## src/rtl/pic_priority_ack.sv

```systemverilog
// 8259-style priority resolver and INTA acknowledge sequencer.
// Resolves masked requests against the in-service register and runs the two-pulse INTA handshake.
module pic_priority_ack #(
  parameter int VECTOR_W = 8
) (
  input  logic                clk,
  input  logic                reset,
  input  logic [7:0]          IRR_Input,
  input  logic [7:0]          IMR,
  input  logic                INTA_n,
  input  logic [4:0]          vector_base,
  input  logic                auto_eoi,
  input  logic                eoi_valid,
  input  logic                eoi_specific,
  input  logic [2:0]          eoi_level,
  input  logic                eoi_rotate,
  output logic                INT,
  output logic [7:0]          clear_IRR,
  output logic                freeze,
  output logic [7:0]          ISR_Output,
  output logic [VECTOR_W-1:0] data_out,
  output logic                data_out_en
);

  typedef enum logic [1:0] {S_IDLE, S_ACK1, S_WAIT2, S_ACK2} state_t;

  state_t                r_state;
  logic                  r_inta_d;
  logic [7:0]            r_isr;
  logic                  r_int;
  logic [7:0]            r_clear_irr;
  logic                  r_freeze;
  logic [VECTOR_W-1:0]   r_data_out;
  logic                  r_data_out_en;
  logic                  r_spurious;
  logic [2:0]            r_level;
  logic [2:0]            r_lowest_pri;

  state_t                w_state_nx;
  logic [7:0]            w_req;
  logic [2:0]            w_req_lvl;
  logic [2:0]            w_isr_lvl;
  logic                  w_cond;
  logic                  w_fall;
  logic                  w_rise;
  logic                  w_int_nx;
  logic [7:0]            w_clr_nx;
  logic                  w_freeze_nx;
  logic [VECTOR_W-1:0]   w_dout_nx;
  logic                  w_den_nx;
  logic                  w_spur_nx;
  logic [2:0]            w_level_nx;
  logic [2:0]            w_lowest_nx;
  logic [7:0]            w_isr_set;
  logic [7:0]            w_isr_clr;
  logic [7:0]            w_isr_nx;

  // Scan starts just above the lowest-priority level and wraps mod 8.
  function automatic logic [2:0] f_pri_level(input logic [7:0] v, input logic [2:0] lowest);
    logic [2:0] idx;
    logic [2:0] res;
    logic       found;
    res   = 3'd7;
    found = 1'b0;
    for (int k = 1; k <= 8; k++) begin
      idx = lowest + 3'(k);
      if (!found && v[idx]) begin
        res   = idx;
        found = 1'b1;
      end
    end
    return res;
  endfunction

  // Rank 0 is the highest priority under the current rotation.
  function automatic logic [2:0] f_rank(input logic [2:0] lvl, input logic [2:0] lowest);
    return lvl - lowest - 3'd1;
  endfunction

  assign w_req     = IRR_Input & ~IMR;
  assign w_req_lvl = f_pri_level(w_req, r_lowest_pri);
  assign w_isr_lvl = f_pri_level(r_isr, r_lowest_pri);
  assign w_cond    = (w_req != 8'd0) &&
                     ((r_isr == 8'd0) ||
                      (f_rank(w_req_lvl, r_lowest_pri) < f_rank(w_isr_lvl, r_lowest_pri)));
  assign w_fall    = r_inta_d & ~INTA_n;
  assign w_rise    = ~r_inta_d & INTA_n;

  always_comb begin
    w_state_nx  = r_state;
    w_int_nx    = r_int;
    w_clr_nx    = 8'd0;
    w_freeze_nx = r_freeze;
    w_dout_nx   = r_data_out;
    w_den_nx    = r_data_out_en;
    w_spur_nx   = r_spurious;
    w_level_nx  = r_level;
    w_lowest_nx = r_lowest_pri;
    w_isr_set   = 8'd0;
    w_isr_clr   = 8'd0;

    case (r_state)
      S_IDLE: begin
        w_int_nx = w_cond;
        if (w_fall) begin
          w_state_nx  = S_ACK1;
          w_freeze_nx = 1'b1;
          w_int_nx    = 1'b0;
          if (w_cond) begin
            w_level_nx = w_req_lvl;
            w_isr_set  = 8'b1 << w_req_lvl;
            w_clr_nx   = 8'b1 << w_req_lvl;
            w_spur_nx  = 1'b0;
          end else begin
            w_level_nx = 3'd7;
            w_spur_nx  = 1'b1;
          end
        end
      end
      S_ACK1: begin
        if (w_rise) w_state_nx = S_WAIT2;
      end
      S_WAIT2: begin
        if (w_fall) begin
          w_state_nx = S_ACK2;
          w_dout_nx  = VECTOR_W'({vector_base, r_level});
          w_den_nx   = 1'b1;
        end
      end
      S_ACK2: begin
        if (w_rise) begin
          w_state_nx  = S_IDLE;
          w_den_nx    = 1'b0;
          w_freeze_nx = 1'b0;
          if (auto_eoi && !r_spurious) w_isr_clr = 8'b1 << r_level;
          if (auto_eoi && eoi_rotate)  w_lowest_nx = r_level;
        end
      end
      default: w_state_nx = S_IDLE;
    endcase

    // EOI may arrive in any state; an explicit EOI rotation overrides an AEOI one.
    if (eoi_valid) begin
      if (eoi_specific) begin
        w_isr_clr = w_isr_clr | (8'b1 << eoi_level);
        if (eoi_rotate) w_lowest_nx = eoi_level;
      end else if (r_isr != 8'd0) begin
        w_isr_clr = w_isr_clr | (8'b1 << w_isr_lvl);
        if (eoi_rotate) w_lowest_nx = w_isr_lvl;
      end
    end

    w_isr_nx = (r_isr & ~w_isr_clr) | w_isr_set;
  end

  always_ff @(posedge clk) begin
    if (reset) begin
      r_state       <= S_IDLE;
      r_inta_d      <= 1'b1;
      r_isr         <= 8'd0;
      r_int         <= 1'b0;
      r_clear_irr   <= 8'd0;
      r_freeze      <= 1'b0;
      r_data_out    <= '0;
      r_data_out_en <= 1'b0;
      r_spurious    <= 1'b0;
      r_level       <= 3'd7;
      r_lowest_pri  <= 3'd7;
    end else begin
      r_state       <= w_state_nx;
      r_inta_d      <= INTA_n;
      r_isr         <= w_isr_nx;
      r_int         <= w_int_nx;
      r_clear_irr   <= w_clr_nx;
      r_freeze      <= w_freeze_nx;
      r_data_out    <= w_dout_nx;
      r_data_out_en <= w_den_nx;
      r_spurious    <= w_spur_nx;
      r_level       <= w_level_nx;
      r_lowest_pri  <= w_lowest_nx;
    end
  end

  assign INT         = r_int;
  assign clear_IRR   = r_clear_irr;
  assign freeze      = r_freeze;
  assign ISR_Output  = r_isr;
  assign data_out    = r_data_out;
  assign data_out_en = r_data_out_en;

endmodule

```

## config.mk

```make
export PLATFORM = sky130hd
export DESIGN_NAME = pic_priority_ack
export DESIGN_NICKNAME = d
export VERILOG_FILES = /design/src/rtl/pic_priority_ack.sv
export SDC_FILE = /design/constraint.sdc
export NUM_CORES = 1
export LEC_CHECK = 0
export CORE_MARGIN = 2
export CORE_UTILIZATION = 50
export DETAILED_ROUTE_END_ITERATION = 16
export HOLD_SLACK_MARGIN = 0.02
export PLACE_DENSITY = 0.7
export SYNTH_ARGS = -nofsm -noshare
export SYNTH_HDL_FRONTEND = slang
export SYNTH_SLANG_ARGS = --single-unit
```

## constraint.sdc

```tcl
create_clock -name clk -period 11.2 [get_ports clk]
set_input_delay 1.12 -clock clk [delete_from_list [all_inputs] [get_ports clk]]
set_output_delay 1.12 -clock clk [all_outputs]
set_load 0.1 [all_outputs]
```

# Yosys cells after proc, flatten, opt, wreduce, memory -nomap -nowiden
# Cells that the tools add are included.
# Widths: inputs -> output; s select.
totals:
  register_bits: 37
  latchBits: 0
  ramBits: 0
  mem_bits_ro: 0
  elab_cells: 188
  n_memories: 0
classes:
  addsub: 11
  multipliers: 0
  n_div: 0
  magnitude_cmp: 9
  eq_ne: 7
  shifts: 4
  n_mux: 91
  bitwise_logic: 11
  n_reduce_logical: 44
op_table:
  columns: ["cell", "count"]
  rows:
  - ["$mux 3", 25]
  - ["$mux 8", 9]
  - ["$bmux 1 s3", 16]
  - ["$mux 1", 34]
  - ["$lt 3x4->1 const B", 8]
  - ["$shl 1x3->8 const A", 4]
  - ["$or 8x8->8", 3]
  - ["$logic_and 1x1->1", 17]
  - ["$and 8x8->8", 2]
  - ["$not 8->8", 2]
  - ["$reduce_bool 8->1", 2]
  - ["$logic_not 1->1", 15]
  - ["$add 3x3->3 const B", 4]
  - ["$logic_not 8->1", 1]
  - ["$mux 2", 4]
  - ["$ne 2x2->1 const B", 4]
  - ["$pmux 2 s4", 1]
  - ["$add 3x2->3 const B", 2]
  - ["$reduce_and 3->1", 2]
  - ["$sub 3x1->3 const B", 2]
  - ["$sub 3x3->3", 2]
  - ["$eq 2x2->1 const B", 2]
  - ["$pmux 1 s2", 2]
  - ["$reduce_and 2->1", 2]
  - ["other kinds (9)", 12]

# Logic depth before layout (Yosys ltp)
# Gate-level depths: netlist (run 1).
logic_depth:
  word_depth: 35
  ltp_mapped: 25
  depth_no_buf: 20

# Worst setup path after synthesis (run 1)
# Ideal clock, no wire load.
synth_path:
  path_kind: "input -> register"
  from: "in IRR_Input[4]"
  to: "reg r_isr[6], in the netlist ISR_Output[6]"
  arrival_ns: 5.249
  required_time_ns: 11.108
  setup_slack_ns: 5.858
  cell_stages: 20
  path_cell_list: "or2b_1 mux4_2 mux2_2 nand3_2 nor3_2 or4b_4 and2_4 buf_6 inv_2 ha_1 fa_1 ha_1 a21oi_1 nor2b_1 o21ai_0 o21ai_0 nor3_1 a21bo_2 clkbuf_1 o32ai_1"
synth_between:
  elab_chain_len: 34
  word_cells_on_any_way: 57
synth_lines:
  columns: ["element", "line_no", "text"]
  rows:
  - ["start: declaration", "8", "input logic [7:0] IRR_Input,"]
  - ["$and 8x8->8 (*)", "80", "assign w_req = IRR_Input & ~IMR;"]
  - ["$bmux 1 s3", "67", "if (!found && v[idx]) begin"]
  - ["$mux 1 (not written as such)", "67", null]
  - ["$mux 1", "67", null]
  - ["$logic_not 1->1", "67", null]
  - ["$logic_and 1x1->1", "67", null]
  - ["$mux 1", "67", null]
  - ["$logic_not 1->1", "67", null]
  - ["[... 18 more ...]", null, null]
  - ["$sub 3x1->3", "77", "return lvl - lowest - 3'd1;"]
  - ["$lt 3x3->1", "85", "(f_rank(w_req_lvl, r_lowest_pri) < f_rank(w_isr_lvl, r_lowest_pri)));"]
  - ["$logic_or 1x1->1", "84", "((r_isr == 8'd0) ||"]
  - ["$logic_and 1x1->1", "83", "assign w_cond = (w_req != 8'd0) &&"]
  - ["$mux 8 (*)", "109", "if (w_cond) begin"]
  - ["$mux 8 (*)", "105", "if (w_fall) begin"]
  - ["$mux 8 (*)", null, null]
  - ["$or 8x8->8 (*)", "153", "w_isr_nx = (r_isr & ~w_isr_clr) | w_isr_set;"]
  - ["end signal: assignment", "172", "r_isr <= w_isr_nx;"]
  - ["end: declaration", "29", "logic [7:0] r_isr;"]
# Mark *: on every way between the ends. The rest lies on a longest branch, timed or not. The select of a mux whose other input is x is not followed.
# A chain may end at the register's enable or synchronous reset.

# Final worst setup path (run 1)
layout_path:
  from: "reg r_lowest_pri[0]"
  to: "reg r_isr[1], in the netlist ISR_Output[1]"
layout_between:
  elab_chain_len: 34
  word_cells_on_any_way: 116
layout_lines:
  columns: ["element", "line_no", "text"]
  rows:
  - ["start: declaration", "37", "logic [2:0] r_lowest_pri;"]
  - ["start signal: assignment", "180", "r_lowest_pri <= w_lowest_nx;"]
  - ["$add 3x1->3", "66", "idx = lowest + 3'(k);"]
  - ["$bmux 1 s3", "67", null]
  - ["$mux 1 (not written as such)", "67", null]
  - ["$mux 1", "67", null]
  - ["$logic_not 1->1", "67", null]
  - ["$logic_and 1x1->1", "67", null]
  - ["$mux 1", "67", null]
  - ["$logic_not 1->1", "67", null]
  - ["[... 18 more ...]", null, null]
  - ["$sub 3x1->3", "77", null]
  - ["$lt 3x3->1", "85", null]
  - ["$logic_or 1x1->1", "84", null]
  - ["$logic_and 1x1->1", "83", null]
  - ["$mux 8", "109", null]
  - ["$mux 8", "105", null]
  - ["$mux 8", null, null]
  - ["$or 8x8->8 (*)", "153", null]
# Marks and branches as above.

==> tab_implementation.tex, run 1 <==
\begin{tabular}{lr}
\hline
Metric & Value \\
\hline
\multicolumn{2}{l}{\textbf{Timing}} \\
\quad Setup skew after layout & 5.295 ps \\
\quad Final total negative setup slack & 0 ps \\
\quad Worst slew slack as a fraction of its limit & between 30\% and 40\% \\
\quad Final number of setup-violating endpoints & 0 \\
\quad Setup slack after layout & approximately 5000 ps \\
\quad Shortest period the worst path allows & between 6000 and 7000 ps \\
\quad Final period util & between 50 and 60\% \\
\quad Worst-margin pin slew & roughly 1000 ps \\
\quad Unrepaired setup endpoints after global routing & no \\
\quad Max frequency & roughly 160 MHz \\
\quad Count of endpoints failing hold in the final timing report & 0 \\
\quad Final Slew Violations & 0 \\
\multicolumn{2}{l}{\textbf{Logic synthesis}} \\
\quad Yosys synthesis warning count & 0 \\
\quad Post-Syn Instances & 447 \\
\quad Synthesized area divided by synthesized cell count & a little under 9 sq um \\
\quad Fraction of synthesis flops using an asynchronous set or reset pin & 0\% \\
\quad Largest area contributor in the synthesized netlist & dfxtp\_1 \\
\quad Share of synthesized area occupied by flip-flops and latches & a little under a fifth \\
\quad Netlist cell types & 77 \\
\quad Primary flip-flop cell chosen by synthesis mapping & dfxtp\_1 \\
\quad Post-synthesis sequential element count & 37 \\
\quad Area contributors post-synth & dfxtp\_1, mux4\_2, mux2i\_1 \\
\quad Proportion of netlist area held by the largest area contributor & 18.65\% \\
\quad Area of the mapped netlist & between 3000 and 4000 sq um \\
\quad Number of enable flip-flop cells after synthesis & 0 \\
\quad Post-synthesis net count & a little under 500 \\
\multicolumn{2}{l}{\textbf{Drt}} \\
\quad Iteration-0 DRC count of the detailed router & about 310 \\
\quad Number of search-and-repair iterations in the first detailed-routing pass & 5 \\
\quad Number of remaining DRC errors & 0 \\
\quad DRT Wirelength & roughly 11 mm \\
\quad Via count & 3843 \\
\quad Drt wl/cell & around 18 um \\
\quad Post-route ant nets & 0 \\
\quad Post-DR vias/cell & 6.492 \\
\multicolumn{2}{l}{\textbf{Clocking}} \\
\quad CTS tree & done \\
\quad Cts bufs inserted & 5 \\
\quad Clock latency on the worst-skew pair & 290 ps \\
\quad Post CTS Setup Buffer Count & 0 \\
\quad Post\_cts resized & 0 \\
\quad Clock transition time at the flip-flop clock pins of the worst setup and hold paths & about 70 ps \\
\quad H-tree depth reported by CTS & 2 \\
\quad \# clock sinks & 37 \\
\quad Number of hold-repair buffers added at the cts stage & 0 \\
\quad Cell at the root of the clock tree & clkbuf\_8 \\
\quad Maximum buffer depth of the clock tree & 2 \\
\multicolumn{2}{l}{\textbf{Floorplan}} \\
\quad Chip height & 93.14 um \\
\quad Area inside the core boundary & 7727 sq um \\
\quad Initial core utilization & around half \\
\quad Site Rows & 32 \\
\quad Horiz. Die Dim & a little over 90 um \\
\quad I/O pin count & 58 \\
\quad Total die area & around 8700 sq um \\
\multicolumn{2}{l}{\textbf{Setup path}} \\
\quad Worst stage delay on the critical path & 580 ps \\
\quad End of the worst register-to-register path & ISR\_Output[1]\$\_SDFF\_PP0\_ \\
\quad Worst-path cell with the longest stage delay & xnor2\_1 \\
\quad CP bufs+invs & 3 \\
\quad R2R depth & 21 \\
\quad Critical path, cell by cell & buf\_4, inv\_4, ha\_1, xnor2\_1, mux4\_2, mux2i\_1, nand3\_2, nor3\_2, a211o\_1, and2\_4, inv\_2, ha\_1, fa\_1, xor2\_1, ha\_1, nor2b\_1, o21ai\_0, o21ai\_0, nor3\_1, nand3\_1, o32ai\_1 \\
\quad Worst reg-to-reg setup slack & about 5000 ps \\
\quad Arrival time of the worst setup path & 6380 ps \\
\quad Startpoint class of the critical path & register \\
\quad Reg2reg start & r\_lowest\_pri[0]\$\_SDFF\_PP1\_ \\
\quad Most used cell, CP & ha\_1 \\
\quad Required time at the endpoint of the critical path & around 11000 ps \\
\quad Capturing element type of the critical path & register \\
\quad Kind of cell adding the most delay to the critical path & simple AND/OR/NAND/NOR gates \\
\quad Maximum net fanout on the critical path & 29 \\
\quad Start-to-end type of the worst setup path & register to register \\
\multicolumn{2}{l}{\textbf{Place}} \\
\quad Total placed cells including tap cells & a little under 600 \\
\quad Routability congestion estimate from global placement & between 0.9 and 1 \\
\quad Post-detail-place hpwl & approximately 8 mm \\
\quad Worst slack, placed & a little under 5000 ps \\
\quad Cell Area, Placed & about 4600 sq um \\
\quad PortBufs & 57 \\
\multicolumn{2}{l}{\textbf{Pwr}} \\
\quad Maximum vdd ir drop & around 0.13 mV \\
\quad Standby leakage power & 1.718 nW \\
\quad Total power density per cell area & 206.1 nW/um\^{}2 \\
\quad Final total power & 0.0009572 W \\
\multicolumn{2}{l}{\textbf{Cells and area}} \\
\quad Number of nets in the final layout & $\sim$530 \\
\quad Count of non-filler cells in the finished layout & $\sim$600 \\
\quad Number of diodes & 0 \\
\quad Post-synthesis to final-layout area growth & 16.91\% \\
\quad FILL cells & 687 \\
\quad Final instance area & roughly 4600 sq um \\
\quad Share of post-route cells with drive strength above 1 & around 14\% \\
\multicolumn{2}{l}{\textbf{Global routing}} \\
\quad Antenna violations before repair & 0 \\
\quad Total overflow reported by the global router & 0 \\
\quad Number of global-route vias before repair & 3607 \\
\quad Largest net degree at the start of global routing & 31 \\
\quad First-pass GRT wire length & between 15 and 20 mm \\
\quad Overall global routing resource usage & roughly 25\% \\
\multicolumn{2}{l}{\textbf{Job}} \\
\quad Count of max-cap constraint violations & 0 \\
\multicolumn{2}{l}{\textbf{Hold path}} \\
\quad HP Class & register to register \\
\quad Hold Path Depth & 2 \\
\quad Critical hold path startpoint & data\_out[2]\$\_SDFFE\_PP0P\_ \\
\quad End point of the worst hold path & data\_out[2]\$\_SDFFE\_PP0P\_ \\
\multicolumn{2}{l}{\textbf{Run status}} \\
\quad Run status & finished clean \\
\hline
\end{tabular}
## sequential cells by signal, indices dropped and copies added, names as in the netlist
name,cells
ISR_Output,8
clear_IRR,8
data_out,8
r_level,3
r_lowest_pri,3
r_state,2
INT,1
data_out_en,1
freeze,1
r_inta_d,1
r_spurious,1
## worst reg2reg max path: cells and delay by family, from the launching register on
kind / cells / cell delay [ps]
AO/OA/AOI/OAI: 4 / 890
XOR/XNOR: 2 / 760
adder cells (fa/ha/maj): 4 / 1310
buffers and inverters: 3 / 730
flip-flops: 1 / 310
multiplexers: 2 / 730
AND/OR/NAND/NOR: 6 / 1360
## power by group
group / internal (W) / switching, W
combinational: 0.000254 / 0.000420
sequential: 0.000154 / 0.0000395
clock: 0.0000431 / 0.0000465
total: 0.000451 / 0.000506
## worst max-delay path by stage
stage	to	start	depth (start not counted)	slack (ps)
after floorplan	ISR_Output[6]$_SDFF_PP0_	IRR_Input[4]	20	5860
after CTS	ISR_Output[5]$_SDFF_PP0_	r_lowest_pri[0]$_SDFF_PP1_	21	5010
after detailed placement	ISR_Output[5]$_SDFF_PP0_	IRR_Input[1]	19	4940
final	ISR_Output[1]$_SDFF_PP0_	r_lowest_pri[0]$_SDFF_PP1_	21	5000
after global placement	ISR_Output[1]$_SDFF_PP0_	IRR_Input[1]	19	5150
after global routing	ISR_Output[1]$_SDFF_PP0_	r_lowest_pri[0]$_SDFF_PP1_	21	4580
## cell families (layout without fill, tap and decap cells)
kind of cell             after synthesis  after routing  share of synthesized area, %
XOR/XNOR                               9              9                         2.173
buffers and inverters                 38             81                         4.598
multiplexers                          67             67                         26.83
flip-flops                            37             37                         18.65
adder cells (fa/ha/maj)               12             12                         4.158
AO/OA/AOI/OAI                         96             96                         17.01
AND/OR/NAND/NOR                      188            188                         26.58
## placed cells by master (no fill, tap or decap), types with 3 or more instances in the layout
cell,instances
ha_1,10
nor2b_1,16
a22oi_1,3
or2b_1,5
inv_2,3
and2_1,5
inv_1,8
clkbuf_8,5
o221ai_1,5
o32ai_1,7
mux4_1,4
nor3b_1,4
buf_4,3
dfxtp_1,37
nor4_1,4
mux4_2,24
nand4b_1,4
or4b_2,3
a21oi_1,19
and4b_1,3
nand3_1,18
mux2i_1,27
clkdlybuf4s50_1,57
nor3_1,18
a22o_1,3
a31oi_1,7
nand2_1,45
nor2_1,27
xor2_1,4
nand2b_1,8
mux2_2,10
or2_2,3
xnor2_1,4
o22ai_1,6
o21ai_0,17
a32oi_1,3
nand4_1,5
## routing by layer
metal | part of all wire, % | GRT usage (%)
met1 | 45 | 35.95
met2 | 48 | 42.45
met3 | 6.6 | 2.820
met4 | 0.39 | 4.779
met5 | 0 | 0
## layout make-up
class,instances,area [sq um],area share [%]
Sequential cell,37,740.7,15.95
Clock buffer,6,72.57,1.563
Inverter,13,51.30,1.105
Timing Repair Buffer,60,593.1,12.77
Clock inverter,2,10.01,0.2155
Multi-Input combinational cell,372,3049,65.65
Tap cell,102,127.6,2.748
## cells in the mapped netlist, drive strengths merged (9+ instances only)
master / instances
a21oi: 19
buf: 13
clkbuf: 12
dfxtp: 37
ha: 10
inv: 12
mux2: 11
mux2i: 28
mux4: 28
nand2: 45
nand3: 20
nor2: 28
nor2b: 16
nor3: 20
o21ai: 18
o32ai: 9
## through the flow
stage | util [%] | hold slack, ps
floorplan | - | 485.6
global placement | 59.04 | 442.7
detailed placement | 59.04 | 453.0
CTS | 60.10 | 464.2
global route | 60.10 | 498.5
finish | 60.10 | 462.6
(Power assumes the default switching activity.)
==> run 2, diff against run 1 <==
==> constraint.sdc (replaced) <==
create_clock -name clk -period 5.71 [get_ports clk]
set_input_delay 0.571 -clock clk [delete_from_list [all_inputs] [get_ports clk]]
set_output_delay 0.571 -clock clk [all_outputs]
set_load 0.1 [all_outputs]
==> tab_implementation.tex, run 2 (synthesis gave the netlist of run 1 again) <==
\begin{tabular}{lr}
\hline
Metric & Value \\
\hline
\multicolumn{2}{l}{\textbf{Timing}} \\
\quad Final number of setup-violating endpoints & 0 \\
\quad Setup slack after layout & between 150 and 200 ps \\
\quad Count of endpoints failing hold in the final timing report & 0 \\
\quad Max frequency & approximately 180 MHz \\
\quad Worst-margin pin slew & about 1000 ps \\
\quad Worst slew slack as a fraction of its limit & approximately 33\% \\
\quad Setup skew after layout & between 5 and 6 ps \\
\quad Final total negative setup slack & 0 ps \\
\quad Final period util & between 90\% and 100\% \\
\quad Shortest period the worst path allows & about 5500 ps \\
\quad Final Slew Violations & 0 \\
\multicolumn{2}{l}{\textbf{Global routing}} \\
\quad Overall global routing resource usage & a little over a quarter \\
\quad Total overflow reported by the global router & 0 \\
\quad First-pass GRT wire length & 18.78 mm \\
\quad Largest net degree at the start of global routing & 31 \\
\quad Antenna violations before repair & 0 \\
\quad Number of global-route vias before repair & around 3800 \\
\multicolumn{2}{l}{\textbf{Pwr}} \\
\quad Maximum vdd ir drop & 0.2511 mV \\
\quad Total power density per cell area & roughly 420 nW/um\^{}2 \\
\quad Final total power & between 0.0015 and 0.002 W \\
\quad Standby leakage power & $\sim$1.8 nW \\
\multicolumn{2}{l}{\textbf{Drt}} \\
\quad Post-route ant nets & 0 \\
\quad Number of remaining DRC errors & 0 \\
\quad Drt wl/cell & between 15 and 20 um \\
\quad Via count & roughly 4000 \\
\quad Iteration-0 DRC count of the detailed router & 253 \\
\quad Number of search-and-repair iterations in the first detailed-routing pass & 5 \\
\quad Post-DR vias/cell & roughly 6.5 \\
\quad DRT Wirelength & between 10 and 15 mm \\
\multicolumn{2}{l}{\textbf{Place}} \\
\quad Routability congestion estimate from global placement & 0.9224 \\
\quad PortBufs & 57 \\
\quad Total placed cells including tap cells & 591 \\
\quad Worst slack, placed & -59.29 ps \\
\quad Post-detail-place hpwl & between 8 and 9 mm \\
\multicolumn{2}{l}{\textbf{Cells and area}} \\
\quad Number of diodes & 0 \\
\quad Core utilization of the finished layout & a little over 60\% \\
\quad Most frequent standard cell in the layout excluding fill and tap cells & clkdlybuf4s50\_1 \\
\quad Count of non-filler cells in the finished layout & around 600 \\
\quad Most used cells in the layout excluding fill and tap cells & clkdlybuf4s50\_1, nand2\_1, dfxtp\_1 \\
\quad Multi-input logic area & 3090 sq um \\
\quad Combined flip-flop and latch cell area & $\sim$740 sq um \\
\quad Post-synthesis to final-layout area growth & 20.22\% \\
\quad Share of post-route cells with drive strength above 1 & between 10\% and 20\% \\
\quad FILL cells & around 650 \\
\quad Number of nets in the final layout & about 540 \\
\multicolumn{2}{l}{\textbf{Hold path}} \\
\quad Critical hold path startpoint & data\_out[3]\$\_SDFFE\_PP0P\_ \\
\quad Hold Path Depth & 2 \\
\quad End point of the worst hold path & data\_out[3]\$\_SDFFE\_PP0P\_ \\
\quad HP Class & register to register \\
\multicolumn{2}{l}{\textbf{Clocking}} \\
\quad CTS tree & done \\
\quad H-tree depth reported by CTS & 2 \\
\quad Maximum buffer depth of the clock tree & 2 \\
\quad Cell at the root of the clock tree & clkbuf\_8 \\
\quad Post CTS Setup Buffer Count & 0 \\
\quad Cts bufs inserted & 5 \\
\quad Clock latency on the worst-skew pair & slightly below 300 ps \\
\quad \# clock sinks & 37 \\
\quad Clock transition time at the flip-flop clock pins of the worst setup and hold paths & about 80 ps \\
\quad Number of hold-repair buffers added at the cts stage & 0 \\
\multicolumn{2}{l}{\textbf{Floorplan}} \\
\quad Area inside the core boundary & between 7000 and 8000 sq um \\
\quad Site Rows & 32 \\
\quad Horiz. Die Dim & approximately 93 um \\
\quad I/O pin count & 58 \\
\quad Chip height & 93.14 um \\
\quad Initial core utilization & $\sim$51\% \\
\quad Total die area & roughly 8700 sq um \\
\multicolumn{2}{l}{\textbf{Job}} \\
\quad Count of max-cap constraint violations & 0 \\
\multicolumn{2}{l}{\textbf{Setup path}} \\
\quad Arrival time of the worst setup path & roughly 5700 ps \\
\quad Maximum net fanout on the critical path & 9 \\
\quad Capturing element type of the critical path & register \\
\quad Required time at the endpoint of the critical path & 5900 ps \\
\quad Start-to-end type of the worst setup path & input pin to register \\
\quad Worst stage delay on the critical path & 560 ps \\
\quad CP bufs+invs & 2 \\
\quad Kind of cell adding the most delay to the critical path & simple AND/OR/NAND/NOR gates \\
\quad R2R depth & 19 \\
\quad Worst-path cell with the longest stage delay & mux4\_1 \\
\quad Worst reg-to-reg setup slack & 260 ps \\
\quad Startpoint class of the critical path & input pin \\
\quad Critical path, cell by cell & clkdlybuf4s50\_1, or2b\_1, mux4\_1, mux2\_4, nand3\_2, nor3\_2, or4b\_4, and2\_4, inv\_2, ha\_1, fa\_1, ha\_1, a21oi\_1, nor2b\_1, o21ai\_0, o21ai\_0, nor3\_1, a21bo\_2, o32ai\_1 \\
\quad Reg2reg start & r\_lowest\_pri[0]\$\_SDFF\_PP1\_ \\
\quad End of the worst register-to-register path & ISR\_Output[2]\$\_SDFF\_PP0\_ \\
\multicolumn{2}{l}{\textbf{Run status}} \\
\quad Run status & finished clean \\
\hline
\end{tabular}
[run 2: changes by cell type in the layout (fill, tap and decap cells not counted), sizes merged]
cell,before,now
bufinv,0,1
buf,3,10
clkinvlp,0,1
clkinv,3,1
[run 2: power by group]
part / internal (W) / switching [W] / leakage [nW]
combinational: 0.000524 / 0.000856 / 1.42
sequential: 0.000303 / 0.0000764 / 0.301
clock: 0.000142 / 0.0000959 / 0.0574
total: 0.000968 / 0.00103 / 1.77
[run 2: cell type report]
cell class	count	area share, %
Clock inverter	2	0.7860
Timing Repair Buffer	67	13.52
Tap cell	102	2.672
Inverter	13	1.074
Clock buffer	6	1.729
Multi-Input combinational cell	372	64.71
Sequential cell	37	15.51
[run 2: worst max path at each step]
stage / from / endpoint / cells after the start
finish: IRR_Input[4] / ISR_Output[2]$_SDFF_PP0_ / 19
global route: r_lowest_pri[0]$_SDFF_PP1_ / ISR_Output[1]$_SDFF_PP0_ / 19
CTS: r_lowest_pri[1]$_SDFF_PP1_ / ISR_Output[4]$_SDFF_PP0_ / 20
detailed placement: IRR_Input[1] / ISR_Output[4]$_SDFF_PP0_ / 19
global placement: IRR_Input[1] / ISR_Output[0]$_SDFF_PP0_ / 19
floorplan: r_lowest_pri[1]$_SDFF_PP1_ / ISR_Output[6]$_SDFF_PP0_ / 22
[run 2: through the flow]
stage                     hold WS (ps)  instance area (sq um)
after floorplan                  485.6                   3973
after global placement           443.2                   4614
after detailed placement         454.5                   4614
after CTS                        465.4                   4735
after global routing             488.4                   4776
final                            461.5                   4776
[run 2: worst min-delay path, delay by kind of cell (launching register included)]
family / cells / cell delay [ps]
DFF: 1 / 310
AOI/OAI and AO/OA: 1 / 50
and+or+nand+nor: 1 / 50
[run 2: routing by layer]
| metal | routed length, um | global-route usage [%] |
|---|---|---|
| met4 | 236 | 9.436 |
| met5 | 0 | 0 |
| met3 | 775 | 4.351 |
| met2 | 5469 | 44.75 |
| met1 | 4825 | 35.71 |
[run 2: timing repair]
| item | in CTS | in global routing |
|---|---|---|
| hold endpoints to repair | 0 | 0 |
| setup endpoints to repair | 0 | 15 |
| gates resized for setup | 0 | 8 |
==> run 3, diff against run 2 <==
==> constraint.sdc (replaced) <==
create_clock -name clk -period 6.76 [get_ports clk]
set_input_delay 0.676 -clock clk [delete_from_list [all_inputs] [get_ports clk]]
set_output_delay 0.676 -clock clk [all_outputs]
set_load 0.1 [all_outputs]
==> tab_implementation.tex, run 3 (synthesis gave the netlist of run 1 again) <==
\begin{tabular}{lr}
\hline
Metric & Value \\
\hline
\multicolumn{2}{l}{\textbf{Setup path}} \\
\quad Required time at the endpoint of the critical path & just under 7000 ps \\
\quad Capturing element type of the critical path & register \\
\quad Arrival time of the worst setup path & 6310 ps \\
\quad Startpoint class of the critical path & register \\
\quad Start-to-end type of the worst setup path & register to register \\
\quad Maximum net fanout on the critical path & 14 \\
\quad Worst reg-to-reg setup slack & 640 ps \\
\quad R2R depth & 20 \\
\quad Reg2reg start & r\_lowest\_pri[1]\$\_SDFF\_PP1\_ \\
\quad End of the worst register-to-register path & ISR\_Output[5]\$\_SDFF\_PP0\_ \\
\multicolumn{2}{l}{\textbf{Job}} \\
\quad Count of max-cap constraint violations & 0 \\
\multicolumn{2}{l}{\textbf{Pwr}} \\
\quad Comb power frac & between 60\% and 70\% \\
\quad Internal power of the cells & 0.0007619 W \\
\quad Maximum vdd ir drop & between 0.2 and 0.25 mV \\
\quad Final total power & between 0.0015 and 0.002 W \\
\quad Total power density per cell area & between 300 and 400 nW/um\^{}2 \\
\quad Standby leakage power & roughly 1.7 nW \\
\quad Net switching fraction of the power & between 50 and 60\% \\
\quad Part of the total power dissipated in sequential elements & between 20\% and 30\% \\
\quad Power spent charging and discharging nets & roughly 0.00084 W \\
\quad Power share of the clock group & roughly 9.8\% \\
\multicolumn{2}{l}{\textbf{Timing}} \\
\quad Setup slack after layout & 637.6 ps \\
\quad Final period util & 90.57\% \\
\quad Post-Route Hold Slack & 456.6 ps \\
\quad Max frequency & $\sim$160 MHz \\
\quad Worst-margin pin slew & just under 1000 ps \\
\quad Final Slew Violations & 0 \\
\quad Final total negative setup slack & 0 ps \\
\quad Count of endpoints failing hold in the final timing report & 0 \\
\quad Shortest period the worst path allows & slightly above 6000 ps \\
\quad Worst slew slack as a fraction of its limit & 35.10\% \\
\quad Unrepaired setup endpoints after global routing & no \\
\quad Final number of setup-violating endpoints & 0 \\
\quad Setup skew after layout & 8.490 ps \\
\multicolumn{2}{l}{\textbf{Hold path}} \\
\quad End point of the worst hold path & data\_out[7]\$\_SDFFE\_PP0P\_ \\
\quad Hold Path Depth & 2 \\
\quad Critical hold path startpoint & data\_out[7]\$\_SDFFE\_PP0P\_ \\
\quad HP Class & register to register \\
\multicolumn{2}{l}{\textbf{Global routing}} \\
\quad Total overflow reported by the global router & 0 \\
\quad First-pass GRT wire length & roughly 18 mm \\
\quad Met3 routing resource usage after global routing & 3.626\% \\
\quad Overall global routing resource usage & 26.14\% \\
\quad Most congested layer reported by global routing & met2 \\
\quad Largest net degree at the start of global routing & 31 \\
\quad Global routing met2 resource utilization & between 40\% and 50\% \\
\quad Antenna violations before repair & 0 \\
\quad Number of global-route vias before repair & approximately 3600 \\
\quad GRT met1 Usage & between 30\% and 40\% \\
\multicolumn{2}{l}{\textbf{Clocking}} \\
\quad Post\_cts resized & 0 \\
\quad Number of hold-repair buffers added at the cts stage & 0 \\
\quad Clock latency on the worst-skew pair & 290 ps \\
\quad H-tree depth reported by CTS & 2 \\
\quad Clock transition time at the flip-flop clock pins of the worst setup and hold paths & roughly 80 ps \\
\quad Maximum buffer depth of the clock tree & 2 \\
\quad Cell at the root of the clock tree & clkbuf\_8 \\
\quad Cts bufs inserted & 5 \\
\quad \# clock sinks & 37 \\
\quad Post CTS Setup Buffer Count & 0 \\
\quad CTS tree & done \\
\multicolumn{2}{l}{\textbf{Cells and area}} \\
\quad Most used cells in the layout excluding fill and tap cells & clkdlybuf4s50\_1, nand2\_1, dfxtp\_1 \\
\quad Number of diodes & 0 \\
\quad Post-synthesis to final-layout area growth & 17.57\% \\
\quad Most frequent standard cell in the layout excluding fill and tap cells & clkdlybuf4s50\_1 \\
\quad FILL cells & 673 \\
\quad Combined flip-flop and latch cell area & around 740 sq um \\
\quad Number of nets in the final layout & 535 \\
\quad Count of non-filler cells in the finished layout & 594 \\
\quad Share of post-route cells with drive strength above 1 & 14.84\% \\
\quad Multi-input logic area & a little over 3000 sq um \\
\multicolumn{2}{l}{\textbf{Drt}} \\
\quad Number of search-and-repair iterations in the first detailed-routing pass & 5 \\
\quad Iteration-0 DRC count of the detailed router & 319 \\
\quad Via count & 3937 \\
\quad Number of remaining DRC errors & 0 \\
\quad Post-DR vias/cell & roughly 6.6 \\
\quad DRT Wirelength & 11.15 mm \\
\quad Drt wl/cell & approximately 19 um \\
\quad Post-route ant nets & 0 \\
\multicolumn{2}{l}{\textbf{Place}} \\
\quad Total placed cells including tap cells & between 500 and 600 \\
\quad PortBufs & 57 \\
\quad Routability congestion estimate from global placement & between 0.9 and 1 \\
\quad Worst slack, placed & between 700 and 800 ps \\
\quad Post-detail-place hpwl & 8.208 mm \\
\multicolumn{2}{l}{\textbf{Floorplan}} \\
\quad I/O pin count & 58 \\
\quad Horiz. Die Dim & $\sim$93 um \\
\quad Site Rows & 32 \\
\quad Initial core utilization & between 50\% and 60\% \\
\quad Total die area & $\sim$8700 sq um \\
\quad Area inside the core boundary & approximately 7700 sq um \\
\quad Chip height & 93.14 um \\
\multicolumn{2}{l}{\textbf{Run status}} \\
\quad Run status & finished clean \\
\hline
\end{tabular}
-- run 3: cell count changes in the layout (fill, tap and decap cells not counted), sizes merged --
cell      change
bufinv        -1
buf           -4
clkinvlp      -1
clkbuf        +1
-- run 3: per-stage QoR --
stage          area, sq um  utilization [%]
2_1_floorplan         3973                -
3_3_place_gp          4584            59.33
3_5_place_dp          4584            59.33
4_1_cts               4671            60.44
5_1_grt               4671            60.44
6_report              4671            60.44
-- run 3: power by group through the flow --
stage                     Sequential (W)  Combinational (W)  Clock [W]
after floorplan                 0.000459           0.000730          0
after global placement          0.000332            0.00108          0
after detailed placement        0.000333            0.00110          0
after CTS                       0.000328            0.00110   0.000159
after global routing            0.000337            0.00121   0.000169
final                           0.000331            0.00112   0.000157
-- run 3: how the worst max path moves through the flow --
| stage | startpoint | slack, ps | to | depth (start not counted) |
|---|---|---|---|---|
| floorplan | r_lowest_pri[1]$_SDFF_PP1_ | 1640 | ISR_Output[6]$_SDFF_PP0_ | 22 |
| global placement | r_lowest_pri[0]$_SDFF_PP1_ | 970 | ISR_Output[1]$_SDFF_PP0_ | 19 |
| detailed placement | r_lowest_pri[0]$_SDFF_PP1_ | 780 | ISR_Output[5]$_SDFF_PP0_ | 19 |
| CTS | r_lowest_pri[1]$_SDFF_PP1_ | 760 | ISR_Output[4]$_SDFF_PP0_ | 20 |
| global route | r_lowest_pri[1]$_SDFF_PP1_ | 40 | ISR_Output[4]$_SDFF_PP0_ | 20 |
| finish | r_lowest_pri[1]$_SDFF_PP1_ | 640 | ISR_Output[5]$_SDFF_PP0_ | 20 |
-- run 3: final cells by class --
| cell class | instances | area share (%) |
|---|---|---|
| Sequential cell | 37 | 15.86 |
| Tap cell | 102 | 2.732 |
| Multi-Input combinational cell | 372 | 65.28 |
| Clock buffer | 7 | 1.848 |
| Timing Repair Buffer | 63 | 13.18 |
| Inverter | 13 | 1.098 |
-- run 3: worst max-delay path, cell delays in order (launching register included) --
cell	delay, ps
dfxtp_1	720
clkinv_1	190
ha_1	370
xnor2_1	560
mux4_2	420
mux2i_1	290
nand3_2	180
nor3_2	270
a211o_1	170
and2_4	220
inv_2	110
ha_1	200
fa_1	370
xor2_1	170
ha_1	300
nor2b_1	130
o21ai_0	190
o21ai_0	200
nor3_1	220
nand3_1	330
o32ai_1	400
-- run 3: routing by layer --
| metal | up-vias | wire length, um |
|---|---|---|
| met5 | - | 0 |
| met4 | 0 | 234 |
| met3 | 32 | 853 |
| met2 | 194 | 5230 |
| met1 | 1880 | 4832 |
| li1 | 1831 | - |
